<file path="config.mk">
export PLATFORM = sky130hd
export DESIGN_NAME = seq_shift_add_multiplier_flat
export DESIGN_NICKNAME = d
export VERILOG_FILES = /design/src/rtl/seq_shift_add_multiplier_if.sv /design/src/rtl/seq_shift_add_multiplier.sv /design/src/flat_wrapper.sv
export SDC_FILE = /design/constraint.sdc
export NUM_CORES = 1
export LEC_CHECK = 0
export CAP_MARGIN = 20
export CORE_AREA = 2 2 181 183
export CTS_BUF_LIST = sky130_fd_sc_hd__clkbuf_16
export DETAILED_ROUTE_END_ITERATION = 12
export DIE_AREA = 0 0 183 185
export GPL_TIMING_DRIVEN = 0
export HOLD_SLACK_MARGIN = 0.15
export PLACE_DENSITY = 0.55
export SYNTH_ARGS = -nofsm -noshare
export SYNTH_HDL_FRONTEND = slang
export SYNTH_SLANG_ARGS = --single-unit
export TNS_END_PERCENT = 1
</file>
<file path="constraint.sdc">
create_clock -name clk -period 5.2 [get_ports clk]
set_input_delay 1.56 -clock clk [delete_from_list [all_inputs] [get_ports clk]]
set_output_delay 1.56 -clock clk [all_outputs]
set_load 0.02 [all_outputs]
</file>
<file path="src/rtl/seq_shift_add_multiplier_if.sv">
// Operand/result bundle between the control unit and the shift-add multiplier.
// The master launches a multiply and reads back busy/done/dataOut.
interface seq_shift_add_multiplier_if #(
    parameter int WIDTH = 32
);
    logic                   start;
    logic                   sign_mode;
    logic [WIDTH-1:0]       dataA;
    logic [WIDTH-1:0]       dataB;
    logic                   busy;
    logic                   done;
    logic [2*WIDTH-1:0]     dataOut;

    modport master (
        output start, sign_mode, dataA, dataB,
        input  busy, done, dataOut
    );

    modport slave (
        input  start, sign_mode, dataA, dataB,
        output busy, done, dataOut
    );
endinterface

</file>
<file path="src/rtl/seq_shift_add_multiplier.sv">
// Shift-add multiplier (MULT/MULTU): one adder, WIDTH add/shift iterations per product.
// Latency: start edge k -> dataOut/done at edge k+WIDTH+1; one result per WIDTH+3 cycles.
// Backpressure: none; start is ignored while busy, nothing is queued.
module seq_shift_add_multiplier #(
    parameter int WIDTH = 32,
    parameter int CNT_W = 6
) (
    input  logic clk,
    input  logic reset,
    seq_shift_add_multiplier_if.slave bus
);
    typedef enum logic [1:0] {IDLE, CALC, FIX, DONE} state_t;

    localparam logic [CNT_W-1:0] LAST = CNT_W'(WIDTH - 1);

    state_t               state;
    state_t               state_nxt;
    logic [WIDTH-1:0]     a_mag;
    logic [WIDTH-1:0]     hi;
    logic [WIDTH-1:0]     lo;
    logic                 neg;
    logic [CNT_W-1:0]     cnt;

    logic [WIDTH-1:0]     a_in;
    logic [WIDTH-1:0]     b_in;
    logic [WIDTH:0]       sum;
    logic [2*WIDTH-1:0]   prod;

    always_ff @(posedge clk or negedge reset) begin
        if (!reset) state <= IDLE;
        else        state <= state_nxt;
    end

    always_comb begin
        state_nxt = state;
        case (state)
            IDLE:    if (bus.start) state_nxt = CALC;
            CALC:    if (cnt == LAST) state_nxt = FIX;
            FIX:     state_nxt = DONE;
            DONE:    state_nxt = IDLE;
            default: state_nxt = IDLE;
        endcase
    end

    always_comb begin
        bus.busy = (state != IDLE);
        bus.done = (state == DONE);
    end

    // Magnitude of the most-negative value wraps to itself, which is the correct unsigned magnitude.
    always_comb begin
        a_in = (bus.sign_mode && bus.dataA[WIDTH-1]) ? -bus.dataA : bus.dataA;
        b_in = (bus.sign_mode && bus.dataB[WIDTH-1]) ? -bus.dataB : bus.dataB;
        sum  = lo[0] ? ({1'b0, hi} + {1'b0, a_mag}) : {1'b0, hi};
        prod = {hi, lo};
    end

    always_ff @(posedge clk or negedge reset) begin
        if (!reset) begin
            a_mag       <= '0;
            hi          <= '0;
            lo          <= '0;
            neg         <= 1'b0;
            cnt         <= '0;
            bus.dataOut <= '0;
        end else begin
            case (state)
                IDLE: begin
                    if (bus.start) begin
                        a_mag <= a_in;
                        hi    <= '0;
                        lo    <= b_in;
                        neg   <= bus.sign_mode & (bus.dataA[WIDTH-1] ^ bus.dataB[WIDTH-1]);
                        cnt   <= '0;
                    end
                end
                CALC: begin
                    // The carry out of the add lands in hi's MSB after the shift.
                    hi  <= sum[WIDTH:1];
                    lo  <= {sum[0], lo[WIDTH-1:1]};
                    cnt <= cnt + CNT_W'(1);
                end
                FIX:     bus.dataOut <= neg ? -prod : prod;
                default: ;
            endcase
        end
    end
endmodule

</file>
<file path="src/flat_wrapper.sv">
// flat-port wrapper written by rule: the top's interface ports become plain ports
module seq_shift_add_multiplier_flat 
#(
    parameter int WIDTH = 32,
    parameter int CNT_W = 6
)
  (clk, reset, bus_start, bus_sign_mode, bus_dataA, bus_dataB, bus_busy, bus_done, bus_dataOut);
  seq_shift_add_multiplier_if #(.WIDTH(WIDTH)) bus_i ();
  input  logic clk;
  input  logic reset;
  input wire logic [$bits(bus_i.start)-1:0] bus_start;
  input wire logic [$bits(bus_i.sign_mode)-1:0] bus_sign_mode;
  input wire logic [$bits(bus_i.dataA)-1:0] bus_dataA;
  input wire logic [$bits(bus_i.dataB)-1:0] bus_dataB;
  output wire logic [$bits(bus_i.busy)-1:0] bus_busy;
  output wire logic [$bits(bus_i.done)-1:0] bus_done;
  output wire logic [$bits(bus_i.dataOut)-1:0] bus_dataOut;
  assign bus_i.start = bus_start;
  assign bus_i.sign_mode = bus_sign_mode;
  assign bus_i.dataA = bus_dataA;
  assign bus_i.dataB = bus_dataB;
  assign bus_busy = bus_i.busy;
  assign bus_done = bus_i.done;
  assign bus_dataOut = bus_i.dataOut;
  seq_shift_add_multiplier #(.WIDTH(WIDTH), .CNT_W(CNT_W)) u_core (.clk(clk), .reset(reset), .bus(bus_i));
endmodule
</file>
# Word level (Yosys, flattened, before mapping)
# Index checks and enable logic that the tools add are counted.
dict set report word_totals {
  output_inout_bits 66
  n_memories 0
  wordCells 41
  latch_bits 0
  romBits 0
  ramBits 0
  regBits 169
}
dict set report classes {
  mux 13
  div_mod_pow 0
  magnitude_cmp 0
  n_eq_ne 6
  mul 0
  n_reduce_logical 8
  bitwise_logic 2
  shift 0
  n_addsub 5
}
# operator n
set op_table {}
lappend op_table {{32-bit 2-to-1 mux} 4}
lappend op_table {{32-bit case mux with 2 select lines} 2}
lappend op_table {{64-bit 2-to-1 mux} 1}
lappend op_table {{32-bit negation} 2}
lappend op_table {{64-bit negation} 1}
lappend op_table {{32-bit by 32-bit adder with 33-bit output} 1}
lappend op_table {{33-bit 2-to-1 mux} 1}
lappend op_table {{6-bit case mux with 2 select lines} 1}
lappend op_table {{2-bit case mux with 4 select lines} 1}
lappend op_table {{6-bit by 1-bit adder with 6-bit output, second input constant} 1}
lappend op_table {{6-bit by 5-bit == test with 1-bit output, second input constant} 1}
lappend op_table {{6-bit 2-to-1 mux} 1}
lappend op_table {{2-bit AND reduction} 3}
lappend op_table {{2-bit == test, second input constant} 2}
lappend op_table {{2-bit 2-to-1 mux} 2}
lappend op_table {{2-bit nonzero test} 2}
lappend op_table {{2-bit by 1-bit == test with 1-bit output, second input constant} 1}
lappend op_table {{1-bit logical AND} 2}
lappend op_table {{2-bit zero test} 1}
lappend op_table {{2-bit by 1-bit inequality test with 1-bit output, second input constant} 1}
lappend op_table {{2-bit inequality test, second input constant} 1}
lappend op_table {{1-bit bitwise AND} 1}
lappend op_table {{1-bit bitwise XOR} 1}

# Longest topological paths before layout
# Gate-level depths: netlist of the first run.
dict set report logic_depth {
  depth_word 4
  ltp_mapped 11
}

# Least setup slack after synthesis of the first run
# OpenSTA, ideal clock, no wires.
dict set report synth_timing {
  kind {input to register}
  start {input bus_dataA[4]}
  end {register u_core.a_mag[29]}
  arrival_ps 3551
  path_stages 8
  path_slack_ps 1514
  required_ps 5065
  cell_sequence {or4_1 nor4_1 nor2b_1 and2_1 nand2_1 o41ai_1 xor2_1 o21ai_0}
}
dict set report synth_between {
  elab_chain_cells 2
}
# element line_no
set synth_rtl {}
lappend synth_rtl {{from (decl)} flat_wrapper.sv:13} ;# input wire logic [$bits(bus_i.dataA)-1:0] bus_dataA;
lappend synth_rtl {{32-bit negation} seq_shift_add_multiplier.sv:52} ;# a_in = (bus.sign_mode && bus.dataA[WIDTH-1]) ? -bus.dataA : bus.dataA;
lappend synth_rtl {{32-bit 2-to-1 mux} seq_shift_add_multiplier.sv:52}
lappend synth_rtl {{to (signal assigned)} seq_shift_add_multiplier.sv:70} ;# a_mag <= a_in;
lappend synth_rtl {{to (decl)} seq_shift_add_multiplier.sv:18} ;# logic [WIDTH-1:0] a_mag;
# Every way passes these cells.
# A chain may end at the register's enable or synchronous reset.

# Final worst setup path of the first run
# Same ends and word-level chain as after synthesis.

==> summary.txt, run 1 <==
Outcome - finished, final reports clean
CTS tree - yes
Synth async-reset ratio - 100%
Die Y - 185 um
Cts repair resizes - 0
Top-count cell post-synth - dfrtp_1
Clock power share - 15.3%
DP HPWL - 26500 um
Final min period - 4160 ps
Root Driver - clkbuf_16
DR iter-0 viols - 588
Synth warnings - 0
CP startpoint - bus_dataA[4]
TritonCTS Sinks - 169
Synth top cells by count - dfrtp_1, o21ai_0, a21oi_1
Sw Ratio - 48.0%
Layout Utilization - 42.0%
Cell type with the largest total area after synthesis - dfrtp_1
Finished Layout Cells - 1875
Crit. End Element - register
First-pass GRT wire length - 54300 um
Worst VDD drop - 272 uV
Synth Area per Inst - 8.45 um^2
Critical path fanouts, max - 4
CORE AREA - 32000 um^2
CP required - 5510 ps
Clock transition at the registers of the reported paths - 70 ps
Lkg Pwr - 5.46 nW
Mapped Cells - 1301
Top cell type's share of synthesized area - 38.5%
Final wirelength - 34000 um
# rows - 66
Slew margin rel. - 38.8%
Final worst setup slack - 1040 ps
Final Skew - 18.3 ps
CP Class - primary input to register
Main synth FF type - dfrtp_1
Initial antenna violation count - 1
Share of layout cells above drive strength 1 - 3.75%
Via count - 10106
Final nets - 1563
Cts hold-fix bufs - 0
Sequential share of power - 30.8%
Final Max Slew Viols - 0
Max Cap Violations - 0
Yosys reg bits - 169
Via/cell ratio - 5.39
R2R Path Start - u_core.hi[0]
Critical Path Source Type - primary input
Placer Congestion - 0.872
Final period utilization - 80.0%
Cell count after placement - 1843
Initial core utilization - 34.3%
Yosys cell types - 65
Comb power frac - 53.9%
Later-pin clock latency in the skew report - 450 ps
Final ANT Viol Nets - 0
Post-synthesis instance area - 11000 um^2
IO Port Bufs - 133
Fin Setup TNS - 0 ps
Setup Fix Bufs, Post-CTS - 0
Residual DRC count - 0
HP Start - u_core.a_mag[18]
Tot GR Track Use - 20.5%
Synth Net Count - 1410
Die X - 183 um
Bufs on Longest Clock Path - 2
Largest net degree at the start of global routing - 88
Pint - 4.31 mW
F_max - 240 MHz
Hold WC Path Type - register to register
Final setup viols - 0
Synth area leaders - dfrtp_1, xor2_1, o21ai_0
CP arrival - 4470 ps
Syn-to-layout area delta - 22.3%
Dpl ws - 583 ps
Vias in the first global route - 9867
Hold Vio Cnt, Final - 0
Drt pass-1 iters - 5
Post-synth EDFFs - 0
Drt wl/cell - 18.2 um
Actual slew at the worst max-slew pin - 910 ps
Die area - 33900 um^2
Boundary Pins - 134
CTS H-Tree Depth - 4
N_diodes - 0
Sequential area share after synthesis - 38.5%
Post-layout power - 8.29 mW
TritonCTS Buffers - 17
Pwr dens - 616 nW/um^2
Net Switching - 3.98 mW
Grt total ovfl - 0
RSZ-0062 raised after global routing - false
==> critical path, cell delays in order <==
cell and delay (ps):
clkdlybuf4s50_1 460, or4_1 570, nor4_1 590, nor2b_1 350, and2_1 230, nand2_1 120
o41ai_1 320, xor2_1 180, o21ai_0 80
==> state kept, by name (all words and copies together) (netlist names) <==
name / cells
u_core.bus.dataOut: 64
u_core.a_mag: 32
u_core.hi: 32
u_core.lo: 32
u_core.cnt: 6
u_core.state: 2
u_core.neg: 1
==> per-stage QoR <==
step	area, um^2	hold slack [ps]
3_3_place_gp	12800	474
4_1_cts	13500	501
6_report	13500	489
2_1_floorplan	11000	454
3_5_place_dp	12900	484
5_1_grt	13500	524
==> power by group through the flow <==
stage	clock network [mW]	registers, mW	logic, mW
final	1.27	2.55	4.46
after global routing	1.35	2.62	4.97
after CTS	1.30	2.55	4.47
after detailed placement	0	2.57	4.45
after global placement	0	2.56	4.42
after floorplan	0	2.64	2.67
==> worst paths after layout <==
path                                     endpoint  slack [ps]  depth (start not counted)
setup / recovery                 u_core.a_mag[29]        1040                          9
hold / removal                   u_core.a_mag[18]         490                          2
setup reg to reg                    u_core.hi[31]        1750                         11
hold reg to reg                  u_core.a_mag[18]         490                          2
max in group asynchronous        u_core.a_mag[14]        3230                          2
min in group asynchronous  u_core.bus.dataOut[61]        1080                          1
==> layer usage <==
layer  track usage, %  routed length, um
met4             7.14                842
met1             29.5              16900
met5                0                  0
met3             2.46               1400
met2             31.9              14900
==> cells by family (layout without fill, tap and decap cells) <==
kind of cell               after synthesis  in the layout  share of synthesized area (%)
AOI/OAI and AO/OA                      424            424                           22.7
xor gates and xnor gates               147            147                           11.7
adders and majority gates               41             41                           4.73
buffers and inverters                   93            259                           3.25
DFF                                    169            169                           38.5
muxes                                   17             17                           1.62
and+or+nand+nor                        410            410                           17.5
==> layout make-up <==
| class | instances | area, um^2 |
|---|---|---|
| fill | 3236 | 18600 |
| inverter | 23 | 86.3 |
| clock inverter | 15 | 156 |
| clock buffer | 17 | 425 |
| multi-input combinational | 1039 | 6410 |
| sequential | 169 | 4230 |
| tap | 408 | 510 |
| buffer | 70 | 272 |
| timing repair buffer | 134 | 1360 |
==> layout by cell type (no fill, tap or decap), types with 15 or more instances in the layout <==
cell             netlist  routed
dfrtp_1              169     169
or3_1                 20      20
clkbuf_1              61      61
clkdlybuf4s50_1        0     132
clkbuf_16              0      17
nand2_1              134     134
o31ai_1               30      30
o21ai_0              146     146
nand3_1               17      17
nor3_1                23      23
a21o_1                15      15
nor2_1               131     131
xnor2_1               55      55
inv_1                 23      23
ha_1                  40      40
a21oi_1              144     144
xor2_1                92      92
a22oi_1               20      20
Note: power is estimated with default switching activity, not from simulation.
==> inputs of run 2 (changes only) <==
Clock period 5.2 ns to 4.1 ns, I/O delays scaled along.
==> results of run 2 <==
Same layout as run 1 (identical final DEF). Status: finished, final reports clean.
Main changes from that run: setup slack after placement 583 ps -> -187 ps; setup slack after layout 1040 ps -> 270 ps; register-to-register setup slack 1750 ps -> 650 ps; total power 8.29 mW -> 10.5 mW; worst IR drop on VDD 272 uV -> 345 uV
==> inputs of run 3 (changes only) <==
Settings changed: ABC_CLOCK_PERIOD_IN_PS set to 4100.
==> results of run 3 <==
Same layout as run 1 (identical final DEF). Status: finished, final reports clean.
Main changes from that run: setup slack after placement 583 ps -> -187 ps; setup slack after layout 1040 ps -> 270 ps; register-to-register setup slack 1750 ps -> 650 ps; total power 8.29 mW -> 10.5 mW; worst IR drop on VDD 272 uV -> 345 uV
